$ cat src/rtl/router_sync_param_if.sv
// ---------------------------------------------------------------------------
// router_sync_if : bundles the signals between the router FSM, the output
// FIFOs and the router synchroniser.
//   data_in       : destination address field of the header byte
//   detect_add    : header present, latch data_in
//   write_enb_reg : FSM request to write the current byte
//   full / empty  : per-FIFO status flags
//   read_enb      : per-port read strobes from the destinations
//   write_enb     : one-hot FIFO write enables
//   fifo_full     : full flag of the addressed FIFO
//   vld_out       : per-port data valid
//   soft_reset    : per-FIFO one-cycle soft reset
//   addr_err      : last latched address is out of range
// Optional (macro ROUTER_SYNC_TO_STATUS_EN): to_clr in, to_sticky out.
// slave modport is the synchroniser; master is the surrounding logic.
// ---------------------------------------------------------------------------
interface router_sync_if #(
    parameter int unsigned NUM_PORTS = 3,
    parameter int unsigned ADDR_W    = 2
);
    logic [ADDR_W-1:0]    data_in;
    logic                 detect_add;
    logic                 write_enb_reg;
    logic [NUM_PORTS-1:0] full;
    logic [NUM_PORTS-1:0] empty;
    logic [NUM_PORTS-1:0] read_enb;
    logic [NUM_PORTS-1:0] write_enb;
    logic                 fifo_full;
    logic [NUM_PORTS-1:0] vld_out;
    logic [NUM_PORTS-1:0] soft_reset;
    logic                 addr_err;
`ifdef ROUTER_SYNC_TO_STATUS_EN
    logic                 to_clr;
    logic [NUM_PORTS-1:0] to_sticky;

    modport slave (
        input  data_in, detect_add, write_enb_reg, full, empty, read_enb, to_clr,
        output write_enb, fifo_full, vld_out, soft_reset, addr_err, to_sticky
    );
    modport master (
        output data_in, detect_add, write_enb_reg, full, empty, read_enb, to_clr,
        input  write_enb, fifo_full, vld_out, soft_reset, addr_err, to_sticky
    );
`else
    modport slave (
        input  data_in, detect_add, write_enb_reg, full, empty, read_enb,
        output write_enb, fifo_full, vld_out, soft_reset, addr_err
    );
    modport master (
        output data_in, detect_add, write_enb_reg, full, empty, read_enb,
        input  write_enb, fifo_full, vld_out, soft_reset, addr_err
    );
`endif
endinterface

$ cat src/rtl/router_sync_param.sv
// ---------------------------------------------------------------------------
// router_sync_param : synchroniser between the router FSM, the register block
// and NUM_PORTS output FIFOs. Latches the destination address, decodes the
// FIFO write enables, muxes back the addressed full flag, drives per-port
// valids and soft-resets any FIFO left unread for TIMEOUT cycles.
// Ports:
//   clock : system clock, rising edge
//   reset : asynchronous, active-high reset
//   bus   : router_sync_if.slave (see interface header for signal list)
// Optional feature macro ROUTER_SYNC_TO_STATUS_EN adds a sticky per-port
// timeout status (bus.to_sticky) with a clear strobe (bus.to_clr).
// ---------------------------------------------------------------------------
module router_sync_param #(
    parameter int unsigned NUM_PORTS = 3,
    parameter int unsigned ADDR_W    = 2,
    parameter int unsigned TIMEOUT   = 30
) (
    input  logic          clock,
    input  logic          reset,
    router_sync_if.slave  bus
);
    localparam int unsigned CNT_W = $clog2(TIMEOUT);

    logic [ADDR_W-1:0]    r_addr;
    logic                 r_addr_err;
    logic                 w_addr_valid;
    logic [NUM_PORTS-1:0] w_vld;
    logic [NUM_PORTS-1:0] w_write_enb;
    logic                 w_fifo_full;

    // Destination address latch and out-of-range flag
    always_ff @(posedge clock or posedge reset) begin
        if (reset) begin
            r_addr     <= '0;
            r_addr_err <= 1'b0;
        end else if (bus.detect_add) begin
            r_addr     <= bus.data_in;
            r_addr_err <= (32'(bus.data_in) >= NUM_PORTS);
        end
    end

    assign w_addr_valid = (32'(r_addr) < NUM_PORTS);
    assign w_vld        = ~bus.empty;

    // Write-enable decode and full-flag mux; both held low while in reset
    always_comb begin
        w_write_enb = '0;
        w_fifo_full = 1'b0;
        for (int i = 0; i < int'(NUM_PORTS); i++) begin
            if (w_addr_valid && (r_addr == ADDR_W'(i))) begin
                w_write_enb[i] = bus.write_enb_reg & ~reset;
                w_fifo_full    = bus.full[i] & ~reset;
            end
        end
    end

    assign bus.write_enb = w_write_enb;
    assign bus.fifo_full = w_fifo_full;
    assign bus.vld_out   = w_vld;
    assign bus.addr_err  = r_addr_err;

    // Per-port read-timeout counter with one-cycle soft-reset pulse
    for (genvar g = 0; g < int'(NUM_PORTS); g++) begin : g_port
        logic [CNT_W-1:0] r_cnt;
        logic             r_soft_reset;
        logic             w_run;
        logic             w_term;

        assign w_run  = w_vld[g] & ~bus.read_enb[g];
        assign w_term = w_run & (r_cnt == CNT_W'(TIMEOUT - 1));

        always_ff @(posedge clock or posedge reset) begin
            if (reset) begin
                r_cnt        <= '0;
                r_soft_reset <= 1'b0;
            end else if (w_term) begin
                r_cnt        <= '0;
                r_soft_reset <= 1'b1;
            end else if (w_run) begin
                r_cnt        <= r_cnt + CNT_W'(1);
                r_soft_reset <= 1'b0;
            end else begin
                r_cnt        <= '0;
                r_soft_reset <= 1'b0;
            end
        end

        assign bus.soft_reset[g] = r_soft_reset;

`ifdef ROUTER_SYNC_TO_STATUS_EN
        logic r_sticky;

        // Set on the pulse-raising edge; set beats a simultaneous clear
        always_ff @(posedge clock or posedge reset) begin
            if (reset) begin
                r_sticky <= 1'b0;
            end else if (w_term) begin
                r_sticky <= 1'b1;
            end else if (bus.to_clr) begin
                r_sticky <= 1'b0;
            end
        end

        assign bus.to_sticky[g] = r_sticky;
`endif
    end
endmodule

$ cat src/flat_wrapper.sv
// flat-port wrapper written by rule: the top's interface ports become plain ports
module router_sync_param_flat 
#(
    parameter int unsigned NUM_PORTS = 3,
    parameter int unsigned ADDR_W    = 2,
    parameter int unsigned TIMEOUT   = 30
)
  (clock, reset, bus_data_in, bus_detect_add, bus_write_enb_reg, bus_full, bus_empty, bus_read_enb, bus_write_enb, bus_fifo_full, bus_vld_out, bus_soft_reset, bus_addr_err);
  router_sync_if #(.NUM_PORTS(NUM_PORTS), .ADDR_W(ADDR_W)) bus_i ();
  input  logic clock;
  input  logic reset;
  input wire logic [$bits(bus_i.data_in)-1:0] bus_data_in;
  input wire logic [$bits(bus_i.detect_add)-1:0] bus_detect_add;
  input wire logic [$bits(bus_i.write_enb_reg)-1:0] bus_write_enb_reg;
  input wire logic [$bits(bus_i.full)-1:0] bus_full;
  input wire logic [$bits(bus_i.empty)-1:0] bus_empty;
  input wire logic [$bits(bus_i.read_enb)-1:0] bus_read_enb;
  output wire logic [$bits(bus_i.write_enb)-1:0] bus_write_enb;
  output wire logic [$bits(bus_i.fifo_full)-1:0] bus_fifo_full;
  output wire logic [$bits(bus_i.vld_out)-1:0] bus_vld_out;
  output wire logic [$bits(bus_i.soft_reset)-1:0] bus_soft_reset;
  output wire logic [$bits(bus_i.addr_err)-1:0] bus_addr_err;
  assign bus_i.data_in = bus_data_in;
  assign bus_i.detect_add = bus_detect_add;
  assign bus_i.write_enb_reg = bus_write_enb_reg;
  assign bus_i.full = bus_full;
  assign bus_i.empty = bus_empty;
  assign bus_i.read_enb = bus_read_enb;
  assign bus_write_enb = bus_i.write_enb;
  assign bus_fifo_full = bus_i.fifo_full;
  assign bus_vld_out = bus_i.vld_out;
  assign bus_soft_reset = bus_i.soft_reset;
  assign bus_addr_err = bus_i.addr_err;
  router_sync_param #(.NUM_PORTS(NUM_PORTS), .ADDR_W(ADDR_W), .TIMEOUT(TIMEOUT)) u_core (.clock(clock), .reset(reset), .bus(bus_i));
endmodule
$ cat config.mk
export PLATFORM = sky130hd
export DESIGN_NAME = router_sync_param_flat
export DESIGN_NICKNAME = d
export VERILOG_FILES = /design/src/rtl/router_sync_param_if.sv /design/src/rtl/router_sync_param.sv /design/src/flat_wrapper.sv
export SDC_FILE = /design/constraint.sdc
export NUM_CORES = 1
export LEC_CHECK = 0
export CAP_MARGIN = 20
export CORE_MARGIN = 2
export CORE_UTILIZATION = 40
export CTS_CLUSTER_SIZE = 8
export DETAILED_ROUTE_END_ITERATION = 8
export PLACE_DENSITY = 0.68
export SKIP_LAST_GASP = 1
export SLEW_MARGIN = 20
export SYNTH_ARGS = -nofsm -noshare
export SYNTH_HDL_FRONTEND = slang
export SYNTH_SLANG_ARGS = --single-unit
$ cat constraint.sdc
create_clock -name clock -period 1.1 [get_ports clock]
set_input_delay 0.275 -clock clock [delete_from_list [all_inputs] [get_ports clock]]
set_output_delay 0.275 -clock clock [all_outputs]
set_load 0.005 [all_outputs]
* Word level (Yosys, flattened, before mapping)
Index checks and enable logic that the tools add are counted.
** Storage, ports and cells
- Flip-flop bits (word level) :: 21
- Input port bits :: 15
- Output and inout bits :: 11
- Word-level logic and storage cells :: 52
** Operators by class
- $add $sub $neg :: 3
- $lt $le $gt $ge :: 2
- Eq/ne operators :: 5
- Multiplexer cells :: 15
- Bitwise logic cells :: 15
- Reductions and logical operators :: 4
** Operator list (count)
- $mux W5 :: 6
- $add A5 B1 Y5 const B :: 3
- $eq A5 B5 Y1 const B :: 3
- $and A1 B1 Y1 :: 10
- $mux W1 :: 9
- $not A1 Y1 :: 4
- $logic_and A1 B1 Y1 :: 3
- $not A3 Y3 :: 1
- $eq A2 B1 Y1 const B :: 1
- $eq A2 B2 Y1 const B :: 1
- $ge A2 B2 Y1 const B :: 1
- $logic_not A2 Y1 :: 1
- $lt A2 B2 Y1 const B :: 1

* Longest topological paths before layout
- Depth after elaboration :: 5
- Depth in mapped cells :: 5

* Worst setup path after synthesis
No wires, ideal clock.
- Path kind :: flip-flop to output port
- Start :: register u_core.r_addr[0]
- End :: output bus_fifo_full
- Data arrival time :: 0.773 ns
- Required time :: 0.825 ns
- Path slack :: 0.052 ns
- Cell stages (with the launch flop) :: 4
- Buffers on the path :: 0
- Cells stage by stage :: dfrtp_1 mux2i_1 o21a_1 nor2_1
** Between the ends
- Word-level cells in the longest chain between the ends :: 5
- Elaborated cells on any way between the ends :: 10
** Ends and longest elaborated chain
- start, declared :: RTL line router_sync_param.sv:24 : logic [ADDR_W-1:0] r_addr;
- start signal, assigned :: RTL line router_sync_param.sv:37 : r_addr <= bus.data_in;
- $lt A2 B2 Y1 / $logic_not A2 Y1 (equally long branches) :: RTL line router_sync_param.sv:42, router_sync_param.sv:50
- $logic_and A1 B1 Y1 :: RTL line router_sync_param.sv:50 : if (w_addr_valid && (r_addr == ADDR_W'(i))) begin
- $mux W1 (2 in a row) :: RTL line router_sync_param.sv:50
- $mux W1 (*) :: RTL line router_sync_param.sv:50
- end, declared :: RTL line flat_wrapper.sv:19 : output wire logic [$bits(bus_i.fifo_full)-1:0] bus_fifo_full;
Every way passes the cells marked *; elsewhere a longest branch is shown, timed or not.

* Worst setup path after layout
- Start :: register u_core.r_addr[1]
- End :: output bus_write_enb[1]
** Between the ends
- Word-level cells in the longest chain between the ends :: 3
- Elaborated cells on any way between the ends :: 4
** Ends and longest elaborated chain
- $lt A2 B2 Y1 / $eq A2 B1 Y1 (equally long branches) :: RTL line router_sync_param.sv:42, router_sync_param.sv:50
- $logic_and A1 B1 Y1 (*) :: RTL line router_sync_param.sv:50
- $mux W1 (*) :: RTL line router_sync_param.sv:50
- end, declared :: RTL line flat_wrapper.sv:18 : output wire logic [$bits(bus_i.write_enb)-1:0] bus_write_enb;
Marks and branches as above.

==> flow_metrics.tcl <==
set metrics [dict create \
    status "complete, but fails checks" \
    violations "setup timing" \
    p_per_area_nw_per_um2 1020 \
    required_ps 820 \
    min_period_over_period 1.48 \
    hold_path_class "input pin to async pin" \
    combPwrFrac 0.166 \
    dp_hpwl_microns 1380 \
    row_count 17 \
    drive_above_1_share 0.318 \
    dp.cells 148 \
    worst_hold_slack_ps 281 \
    core_sq_um 2250 \
    swShare 0.238 \
    async_reset_ff_frac 1.00 \
    syn-instance-count 91 \
    fillers 209 \
    cts_tree "yes" \
    cp-start-kind "register" \
    worst_slew_pin_slew_ps 233 \
    yosysUniqueCellTypes 20 \
    crit_path_end_kind "primary output" \
    cts_buffer_depth 2 \
    root_buffer "clkbuf_4" \
    p_int_uw 1070 \
    yosysSeqAreaShare 0.543 \
    synth_edf_count 0 \
    hold_buffers 0 \
    ys_seq_elements 21 \
    register_area_sq_um 526 \
    ys_top_cells_by_count "21 x dfrtp_1, 19 x nor2_1, 8 x inv_1, 7 x nand3_1" \
    grt_pass1_vias 752 \
    htree_levels 1 \
    gp_congestion 0.675 \
    io_buffer_count 25 \
    period_minus_slack_ps 1630 \
    cts_sinks 21 \
    worst-path-max-fanout 3 \
    vias_per_cell 4.68 \
    synth_area_leaders "dfrtp_1 54%, ha_1 7.8%, nor2_1 7.4%" \
    ios 26 \
    routed_wl_microns 1820 \
    gr-usage-all-layers 0.149 \
    antenna_found_initial 0 \
    seqPwrFrac 0.575 \
    ant_nets 0 \
    layout_setup_ws_ps -533 \
    multi_input_area_sq_um 425 \
    die_y_microns 53.2 \
    final-hold-violation-count 0 \
    finalNonFillerCells 160 \
    cts.reportedPaths.clkPinSlew_ps 120 \
    slew_headroom 0.843 \
    cp_data_arrival_time_ps 1360 \
    r2r_setup_slack_ps 50 \
    grt_max_degree 14 \
    synth_warnings 0 \
    max-vdd-ir-drop_mv 0.702 \
    setup_violations 4 \
    synth_top_cell_by_area "dfrtp_1" \
    syn_nets 112 \
    leakage_uw 0.000655 \
    synth_top_area_frac 0.543 \
    die_x_microns 53.2 \
    clk_latency_ps 300 \
    yosysMostFrequentCell "dfrtp_1" \
    wire_per_inst_microns 11.4 \
    vias 748 \
    drv_cap 0 \
    syn_area_per_cell_sq_um 10.6 \
    pre_cts_slack_ps -769 \
    syn2layout_area_growth_pct 42.7 \
    crit_type "register to primary output" \
    p_switching_uw 334 \
    start_util 0.429 \
    slew_viol_final 0 \
    drtPass1Iterations 3 \
    cts_made_buffers 3 \
    total_power_uw 1410 \
    fin_skew_ps 4.79 \
    grt_first_pass_wirelength_microns 3060 \
    grt_setup_unrepaired "true" \
    fmax_mhz 612 \
    n_antenna_cell 0 \
    die_area_sq_um 2830 \
    first_iter_violations 4 \
    nNetsFinal 154 \
    syn-cell-area_sq_um 967 \
    drc_errors 0 \
    ys.flop_type "dfrtp_1" \
    clockPowerShare 0.259 \
    grt.overflow.total 0 \
]
cell families after synthesis:
logic type	count (synthesis)	synth area share
fa+ha+maj	6	0.0776
simple gates	39	0.197
xor+xnor	9	0.0815
flops	21	0.543
mux	3	0.0336
buf+inv	11	0.0543
compound gates	2	0.0129
layout by cell type (no fill, tap or decap), types with 2 or more instances in the layout:
master / netlist / routed
nor2_1: 19 / 13
clkbuf_4: 0 / 3
buf_6: 0 / 4
nor3_1: 3 / 3
inv_1: 8 / 8
nand2_2: 0 / 3
nand3_1: 7 / 7
buf_4: 3 / 12
nand4_1: 3 / 3
nor2_2: 0 / 6
dfrtp_1: 21 / 21
xor2_1: 6 / 6
clkdlybuf4s50_1: 0 / 10
ha_1: 6 / 3
dlygate4sd2_1: 0 / 5
buf_2: 0 / 7
clkdlybuf4s15_1: 0 / 2
xnor2_1: 3 / 3
ha_2: 0 / 3
final cells by class:
class / instances / area share
Inverter: 8 / 0.0218
Clock inverter: 1 / 0.00544
Multi-Input combinational cell: 59 / 0.308
Sequential cell: 21 / 0.381
Tap cell: 28 / 0.0254
Timing Repair Buffer: 40 / 0.242
Clock buffer: 3 / 0.0163
power by group through the flow:
stage               combinational [uW]  sequential (uW)  clock (uW)
finish                             233              808         365
detailed placement                 187              829           0
global placement                   183              828           0
CTS                                216              808         393
floorplan                         65.7              825           0
global route                       260              810         426
worst max-delay path, cell delays in order (launching register included):
cell      delay, ps
dfrtp_1         410
buf_6           130
buf_6           110
nor4bb_1        260
buf_2           170
metal layers:
metal	GRT usage	vias up	part of all wire
met5	0	-	0
met4	0.0513	0	0.0033
met3	0.0311	2	0.067
met2	0.273	19	0.51
met1	0.170	349	0.42
li1	-	378	-
path summary, 6_finish.rpt:
kind                                                startpoint                                       to  cells past startpoint
setup / recovery                  u_core.r_addr[1]$_DFFE_PP0P_                         bus_write_enb[1]                      4
min in group clock                                bus_empty[1]  u_core.g_port[1].r_soft_reset$_DFF_PP0_                      3
setup reg to reg           u_core.g_port[0].r_cnt[0]$_DFF_PP0_      u_core.g_port[0].r_cnt[4]$_DFF_PP0_                      4
max in group asynchronous                                reset  u_core.g_port[1].r_soft_reset$_DFF_PP0_                      4
hold / removal                                           reset             u_core.r_addr[1]$_DFFE_PP0P_                      4
hold reg to reg            u_core.g_port[1].r_cnt[0]$_DFF_PP0_      u_core.g_port[1].r_cnt[0]$_DFF_PP0_                      1
metrics by stage:
step	setup TNS, ps	area [sq um]	util
after floorplan	0	967	-
after global placement	-6290	1280	0.569
after detailed placement	-6990	1280	0.569
after CTS	-1870	1330	0.588
after global routing	-2670	1380	0.612
final	-2010	1380	0.612
what timing repair did:
action	in CTS	in global routing
pin swaps	2	12
setup buffers	6	3
gates resized for setup	43	15
endpoints found under the setup margin	12	23
state kept, by name, indices dropped and copies added (netlist names):
register	count
u_core.r_addr	2
u_core.g_port.r_soft_reset	3
u_core.bus.addr_err	1
u_core.g_port.r_cnt	15
(Power assumes the default switching activity.)
